$ cat src/rtl/uart_tx_arbiter_pkg.sv
`default_nettype none
// ============================================================================
//  Module   : uart_tx_arbiter_pkg
//  Brief    : Shared types, constants and helpers for the UART TX arbiter.
//  Revision : 1.0
// ============================================================================

package uart_tx_arbiter_pkg;

    typedef enum logic [1:0] {
        ST_IDLE    = 2'd0,
        ST_ISSUE   = 2'd1,
        ST_SENDING = 2'd2
    } state_t;

    localparam logic TRUE  = 1'b1;
    localparam logic FALSE = 1'b0;

    // a + b modulo n, for a, b already in [0, n); n need not be a power of 2
    function automatic int wrap_add(input int a, input int b, input int n);
        int s;
        s = a + b;
        return (s >= n) ? (s - n) : s;
    endfunction

    function automatic int wrap_inc(input int v, input int n);
        return wrap_add(v, 1, n);
    endfunction

    // Counter width for the lock timeout; a zero timeout still needs one bit
    function automatic int cnt_width(input int timeout);
        return (timeout > 0) ? $clog2(timeout + 1) : 1;
    endfunction

endpackage

`default_nettype wire

$ cat src/rtl/uart_tx_arbiter_rr_select.sv
`default_nettype none
// ============================================================================
//  Module   : rr_select
//  Brief    : Combinational round-robin finder: first set request bit at or
//             after the pointer, wrapping modulo N.
//  Revision : 1.0
// ============================================================================

module rr_select
    import uart_tx_arbiter_pkg::*;
#(
    parameter int N     = 4,
    parameter int IDX_W = $clog2(N)
) (
    input  logic [N-1:0]     i_req,
    input  logic [IDX_W-1:0] i_ptr,
    output logic             o_found,
    output logic [IDX_W-1:0] o_idx
);

    logic [IDX_W-1:0] w_pos;

    // Scan from the farthest offset down so the closest hit is written last
    always_comb begin
        o_found = 1'b0;
        o_idx   = '0;
        w_pos   = '0;
        for (int k = N - 1; k >= 0; k--) begin
            w_pos = IDX_W'(wrap_add(int'(i_ptr), k, N));
            if (i_req[w_pos]) begin
                o_found = 1'b1;
                o_idx   = w_pos;
            end
        end
    end

endmodule

`default_nettype wire

$ cat src/rtl/uart_tx_arbiter.sv
`default_nettype none
// ============================================================================
//  Module   : uart_tx_arbiter
//  Brief    : Shares one UART transmitter between N_REQ byte producers with
//             per-byte round-robin and per-message locking.
//  Revision : 1.0
// ============================================================================

module uart_tx_arbiter
    import uart_tx_arbiter_pkg::*;
#(
    parameter int N_REQ        = 4,
    parameter int WIDTH        = 8,
    parameter int LOCK_TIMEOUT = 1024
) (
    input  logic                       clk,
    input  logic                       reset_n,
    input  logic [N_REQ-1:0]           req_valid,
    input  logic [N_REQ-1:0]           req_last,
    input  logic [N_REQ*WIDTH-1:0]     req_data,
    output logic [N_REQ-1:0]           req_ack,
    input  logic                       uart_busy,
    output logic                       uart_start,
    output logic [WIDTH-1:0]           uart_data_tx,
    output logic [$clog2(N_REQ)-1:0]   grant_id,
    output logic                       locked
);

    localparam int   c_IDX_W      = $clog2(N_REQ);
    localparam int   c_CNT_W      = cnt_width(LOCK_TIMEOUT);
    localparam int   c_CNT_LAST   = (LOCK_TIMEOUT > 0) ? (LOCK_TIMEOUT - 1) : 0;
    localparam logic c_TIMEOUT_EN = (LOCK_TIMEOUT > 0);

    state_t               r_state;
    logic [c_IDX_W-1:0]   r_ptr;
    logic [c_IDX_W-1:0]   r_grant;
    logic                 r_locked;
    logic                 r_last;
    logic [N_REQ-1:0]     r_ack;
    logic                 r_start;
    logic [WIDTH-1:0]     r_data;
    logic [c_CNT_W-1:0]   r_cnt;

    logic [N_REQ-1:0]     w_owner;
    logic [N_REQ-1:0]     w_eligible;
    logic                 w_owner_valid;
    logic                 w_found;
    logic [c_IDX_W-1:0]   w_idx;
    logic [WIDTH-1:0]     w_win_data;
    logic                 w_win_last;
    logic                 w_cnt_done;

    // While a message is open only its owner may compete
    assign w_owner       = N_REQ'(1) << r_grant;
    assign w_eligible    = r_locked ? (req_valid & w_owner) : req_valid;
    assign w_owner_valid = |(req_valid & w_owner);
    assign w_win_data    = req_data[w_idx*WIDTH +: WIDTH];
    assign w_win_last    = req_last[w_idx];
    assign w_cnt_done    = (r_cnt == c_CNT_W'(c_CNT_LAST));

    rr_select #(
        .N     (N_REQ),
        .IDX_W (c_IDX_W)
    ) u_rr_select (
        .i_req   (w_eligible),
        .i_ptr   (r_ptr),
        .o_found (w_found),
        .o_idx   (w_idx)
    );

    always_ff @(posedge clk or negedge reset_n) begin
        if (!reset_n) begin
            r_state  <= ST_IDLE;
            r_ptr    <= '0;
            r_grant  <= '0;
            r_locked <= FALSE;
            r_last   <= FALSE;
            r_ack    <= '0;
            r_start  <= FALSE;
            r_data   <= '0;
            r_cnt    <= '0;
        end else begin
            r_ack <= '0;
            case (r_state)
                ST_IDLE: begin
                    if (!uart_busy && w_found) begin
                        r_data  <= w_win_data;
                        r_last  <= w_win_last;
                        r_grant <= w_idx;
                        r_ack   <= N_REQ'(1) << w_idx;
                        r_start <= TRUE;
                        r_cnt   <= '0;
                        r_state <= ST_ISSUE;
                    end else if (c_TIMEOUT_EN && r_locked && !w_owner_valid) begin
                        // Owner went quiet mid-message: release after the timeout
                        if (w_cnt_done) begin
                            r_locked <= FALSE;
                            r_cnt    <= '0;
                        end else begin
                            r_cnt <= r_cnt + c_CNT_W'(1);
                        end
                    end
                end

                ST_ISSUE: begin
                    if (uart_busy) begin
                        r_start <= FALSE;
                        r_state <= ST_SENDING;
                    end
                end

                ST_SENDING: begin
                    if (!uart_busy) begin
                        r_ptr    <= c_IDX_W'(wrap_inc(int'(r_grant), N_REQ));
                        r_locked <= !r_last;
                        r_state  <= ST_IDLE;
                    end
                end

                default: begin
                    r_start <= FALSE;
                    r_state <= ST_IDLE;
                end
            endcase
        end
    end

    assign req_ack      = r_ack;
    assign uart_start   = r_start;
    assign uart_data_tx = r_data;
    assign grant_id     = r_grant;
    assign locked       = r_locked;

endmodule

`default_nettype wire
$ cat config.mk
export PLATFORM = sky130hd
export DESIGN_NAME = uart_tx_arbiter
export DESIGN_NICKNAME = d
export VERILOG_FILES = /design/src/rtl/uart_tx_arbiter_pkg.sv /design/src/rtl/uart_tx_arbiter_rr_select.sv /design/src/rtl/uart_tx_arbiter.sv
export SDC_FILE = /design/constraint.sdc
export NUM_CORES = 1
export LEC_CHECK = 0
export BUFFER_PORTS_ARGS = -buffer_cell sky130_fd_sc_hd__buf_2
export CORE_ASPECT_RATIO = 0.6
export CORE_MARGIN = 2
export CORE_UTILIZATION = 35
export DETAILED_ROUTE_END_ITERATION = 16
export GPL_TIMING_DRIVEN = 1
export HOLD_SLACK_MARGIN = 0.03
export SLEW_MARGIN = 20
export SYNTH_ARGS = -nofsm -noshare
export SYNTH_HDL_FRONTEND = slang
export SYNTH_SLANG_ARGS = --single-unit
export TNS_END_PERCENT = 20
$ cat constraint.sdc
create_clock -name clk -period 3.4 [get_ports clk]
set_input_delay 0.34 -clock clk [delete_from_list [all_inputs] [get_ports clk]]
set_output_delay 0.34 -clock clk [all_outputs]
set_load 0.01 [all_outputs]
==> results.txt <==
----------------------------------------------------
[Pwr]
  Switching power ... 848.8 uW
  Power per standard cell area ... 843.0 nW/um^2
  Clock network fraction of total power ... 0.196
  Portion of total power attributed to combinational logic ... 0.487
  Sw frac ... 0.4163
  Leak Pwr ... 0.001161 uW
  Register share of total power ... 0.317
  Tot Pwr ... 2039 uW
  IR drop worst, VDD ... 0.2815 mV
  Internal Power ... 1190 uW

[Finish]
  NumNets Final ... 318
  Utilization after layout ... 0.4383
  Most common cell after layout, fill and taps aside ... sky130_fd_sc_hd__buf_2
  Layout cells sized above 1 ... 0.2768
  P&R area growth vs syn ... 21.96%
  Final standard cell count with taps included and fillers excluded ... 340
  Filler instances ... 523
  Area taken by multi-input logic gates ... 1070 sq um
  Count of antenna diodes in the layout ... 0
  Register cell area after layout ... 800.8 sq um
  Commonest non-fill, non-tap cells in the layout ... sky130_fd_sc_hd__buf_2, sky130_fd_sc_hd__dfrtp_1, sky130_fd_sc_hd__nor2_1

[Clock tree]
  Count of H-tree levels built during CTS ... 2
  Post-cts resize count ... 0
  Post-CTS Hold Fix Bufs ... 0
  Register clock-pin slew on the reported worst setup and hold paths ... 0.07 ns
  Post-CTS setup buffers ... 0
  Clock tree from TritonCTS ... yes
  Clock insertion delay at the later pin of the skew report ... 0.28 ns
  Number of buffers created by CTS ... 5
  Clock Sink Count ... 32
  CTS Root Cell ... sky130_fd_sc_hd__clkbuf_8
  Maximum clock path buffer count ... 2

[Yosys]
  Register area share after synthesis ... 0.4038
  Top post-synthesis cells by area ... sky130_fd_sc_hd__dfrtp_1, sky130_fd_sc_hd__mux2i_1, sky130_fd_sc_hd__o311a_1
  EDFF count, synth ... 0
  Library cell occupying the most area in the post-synthesis netlist ... sky130_fd_sc_hd__dfrtp_1
  Portion of synthesized cell area occupied by the leading cell type ... 0.4038
  Main synth FF type ... sky130_fd_sc_hd__dfrtp_1
  Post-Syn Area per Cell ... 9.224 sq um
  Netlist area before placement ... 1983 sq um
  Count of unique library cells instantiated by Yosys ... 48
  Synth async-reset ratio ... 1.000
  Syn_nets ... 263
  Total of flip-flops plus latches after synthesis ... 32
  Synthesis warning total ... 0
  Number of instances in the synthesized netlist ... 215

[Timing]
  Tightest Pin Transition ... 0.7390 ns
  Hold slack final ... 0.1147 ns
  Slew Limit Fails ... 0
  Aggregate negative setup slack ... 0 ns
  Final-report setup violation count ... 0
  Unrepaired setup endpoints after global routing ... false
  Fmax achieved ... 347.7 MHz
  Final hold violations ... 0
  Remaining max-slew budget at the tightest pin ... 0.5059
  Final cycle utilization of the critical path ... 0.8458
  Final clock skew ... 0.002502 ns
  Final min period ... 2.876 ns

[Die]
  Core Region ... 5518 sq um
  Row Count ... 21
  Horiz. Die Dim ... 101.2 microns
  Starting utilization of the core area ... 0.3594
  Die area ... 6304 sq um
  I/O pins ... 59
  Vertical extent of the die ... 62.31 microns

[Job]
  Max-cap viol count ... 0

[Setup path]
  Last element of the critical path ... uart_data_tx[3]$_DFFE_PN0P_
  Critical path data required time ... 3.57 ns
  Number of cells on the worst reg-to-reg path ... 7
  Critical register-to-register path endpoint ... uart_data_tx[3]$_DFFE_PN0P_
  Setup Crit Path Kind ... reg -> reg
  Critical path startpoint category ... flip-flop
  Crit path arrival time ... 3.04 ns
  Timing startpoint of the critical path ... r_ptr[0]$_DFFE_PN0P_
  Max Fanout on Critical Path ... 21
  Source of the worst register-to-register timing path ... r_ptr[0]$_DFFE_PN0P_
  Nature of the critical path endpoint ... flip-flop
  R2R Setup Slk ... 0.52 ns

[Global route]
  Remaining global-route overflow ... 0
  Total global routing track utilization ... 0.1642
  Global-route wire length before repair ... 8.017 mm
  Maximum number of pins on one net before global-route repair ... 33
  Antenna violations before repair ... 0
  Number of global-route vias before repair ... 1599

[Route]
  Final ANT Viol Nets ... 0
  Vias ... 1783
  Routed len/inst ... 14.33 microns
  Per-cell via count in the routed design ... 5.244
  Drt first pass iters ... 4
  Final routed wirelength across all metal layers ... 4.871 mm
  Number of DRC violations after detailed routing ... 0
  DR iter-0 viols ... 127

[Placed design]
  Weighted congestion reported at the end of routability-driven placement ... 0.8459
  Count of buffers from port buffering ... 58
  Number of placed instances with taps included ... 332
  HPWL after detailed placement ... 3.601 mm

[Hold path]
  Type of the tightest min-delay check ... in -> async

[Outcome]
  Run status ... complete, no violations

----------------------------------------------------
metrics by stage:
stage / worst slack (ns) / cell area (sq um)
finish: 0.5242 / 2419
global route: 0.2488 / 2419
CTS: 0.5727 / 2419
detailed placement: 0.6058 / 2292
global placement: 0.6664 / 2292
floorplan: 1.120 / 1983
critical path, stage by stage, from the launching register on:
cell	delay (ns)
sky130_fd_sc_hd__dfrtp_1	0.72
sky130_fd_sc_hd__mux2i_1	0.19
sky130_fd_sc_hd__a21oi_1	0.28
sky130_fd_sc_hd__o21ai_0	0.14
sky130_fd_sc_hd__a22oi_1	0.21
sky130_fd_sc_hd__nand3_1	0.55
sky130_fd_sc_hd__or3_1	0.53
sky130_fd_sc_hd__o311a_1	0.13
routing by layer:
layer  vias to the layer above  share of wire  track usage
li1                        894              -            -
met1                       817           0.53       0.2560
met2                        67           0.38       0.2111
met3                         5          0.084      0.05405
met4                         0         0.0082      0.04730
met5                         -              0            0
area by class of cell:
class                           instances  area share
Clock inverter                          1     0.01242
Tap cell                               69     0.03570
Inverter                                6    0.009312
Clock buffer                            7     0.03983
Multi-Input combinational cell        164      0.4423
Timing Repair Buffer                   61      0.1293
Sequential cell                        32      0.3311
kinds of logic (layout without fill, tap and decap cells):
| group | Yosys count | after routing | share of synthesized area |
|---|---|---|---|
| AOI/OAI and AO/OA | 56 | 56 | 0.2032 |
| xor gates and xnor gates | 5 | 5 | 0.02208 |
| adders and majority gates | 5 | 5 | 0.03155 |
| buffers and inverters | 19 | 75 | 0.05677 |
| DFF | 32 | 32 | 0.4038 |
| muxes | 15 | 15 | 0.07634 |
| and+or+nand+nor | 83 | 83 | 0.2063 |
flip-flops by register name (all words and copies together), names as in the netlist:
signal        cells
grant_id          2
locked            1
r_cnt            11
r_last            1
r_ptr             2
r_state           2
req_ack           4
uart_data_tx      8
uart_start        1
power by group through the flow:
stage                     sequential [uW]  clock (uW)  combinational (uW)
final                                 646         400                 993
after detailed placement              648           0                 993
after CTS                             645         412                 995
after floorplan                       614           0                 809
after global routing                  669         434                1110
after global placement                653           0                 989
how the worst min path moves through the flow:
stage | to | depth (start not counted) | startpoint | slack (ns)
after detailed placement | req_ack[3]$_DFF_PN0_ | 1 | reset_n | 0.45
after floorplan | grant_id[0]$_DFFE_PN0P_ | 0 | reset_n | 0.04
final | req_ack[3]$_DFF_PN0_ | 1 | reset_n | 0.11
after CTS | uart_data_tx[4]$_DFFE_PN0P_ | 1 | reset_n | 0.14
after global routing | uart_data_tx[6]$_DFFE_PN0P_ | 1 | reset_n | 0.17
after global placement | req_ack[0]$_DFF_PN0_ | 1 | reset_n | 0.45
Yosys cell counts, types with 3 or more instances:
cell and number:
sky130_fd_sc_hd__dfrtp_1 32, sky130_fd_sc_hd__nor2_1 23, sky130_fd_sc_hd__nand2_1 19, sky130_fd_sc_hd__a21oi_1 15, sky130_fd_sc_hd__mux2i_1 14, sky130_fd_sc_hd__nand3_1 10, sky130_fd_sc_hd__o21ai_0 9, sky130_fd_sc_hd__o311a_1 9
sky130_fd_sc_hd__or3_1 8, sky130_fd_sc_hd__ha_1 5, sky130_fd_sc_hd__inv_1 5, sky130_fd_sc_hd__and2_1 4, sky130_fd_sc_hd__buf_6 4, sky130_fd_sc_hd__nor2b_1 4, sky130_fd_sc_hd__xor2_1 4, sky130_fd_sc_hd__a22oi_1 3
sky130_fd_sc_hd__buf_2 3, sky130_fd_sc_hd__clkbuf_1 3, sky130_fd_sc_hd__nand2b_1 3, sky130_fd_sc_hd__nand4_1 3, sky130_fd_sc_hd__nor3_1 3
Note: power is estimated with default switching activity, not from simulation.
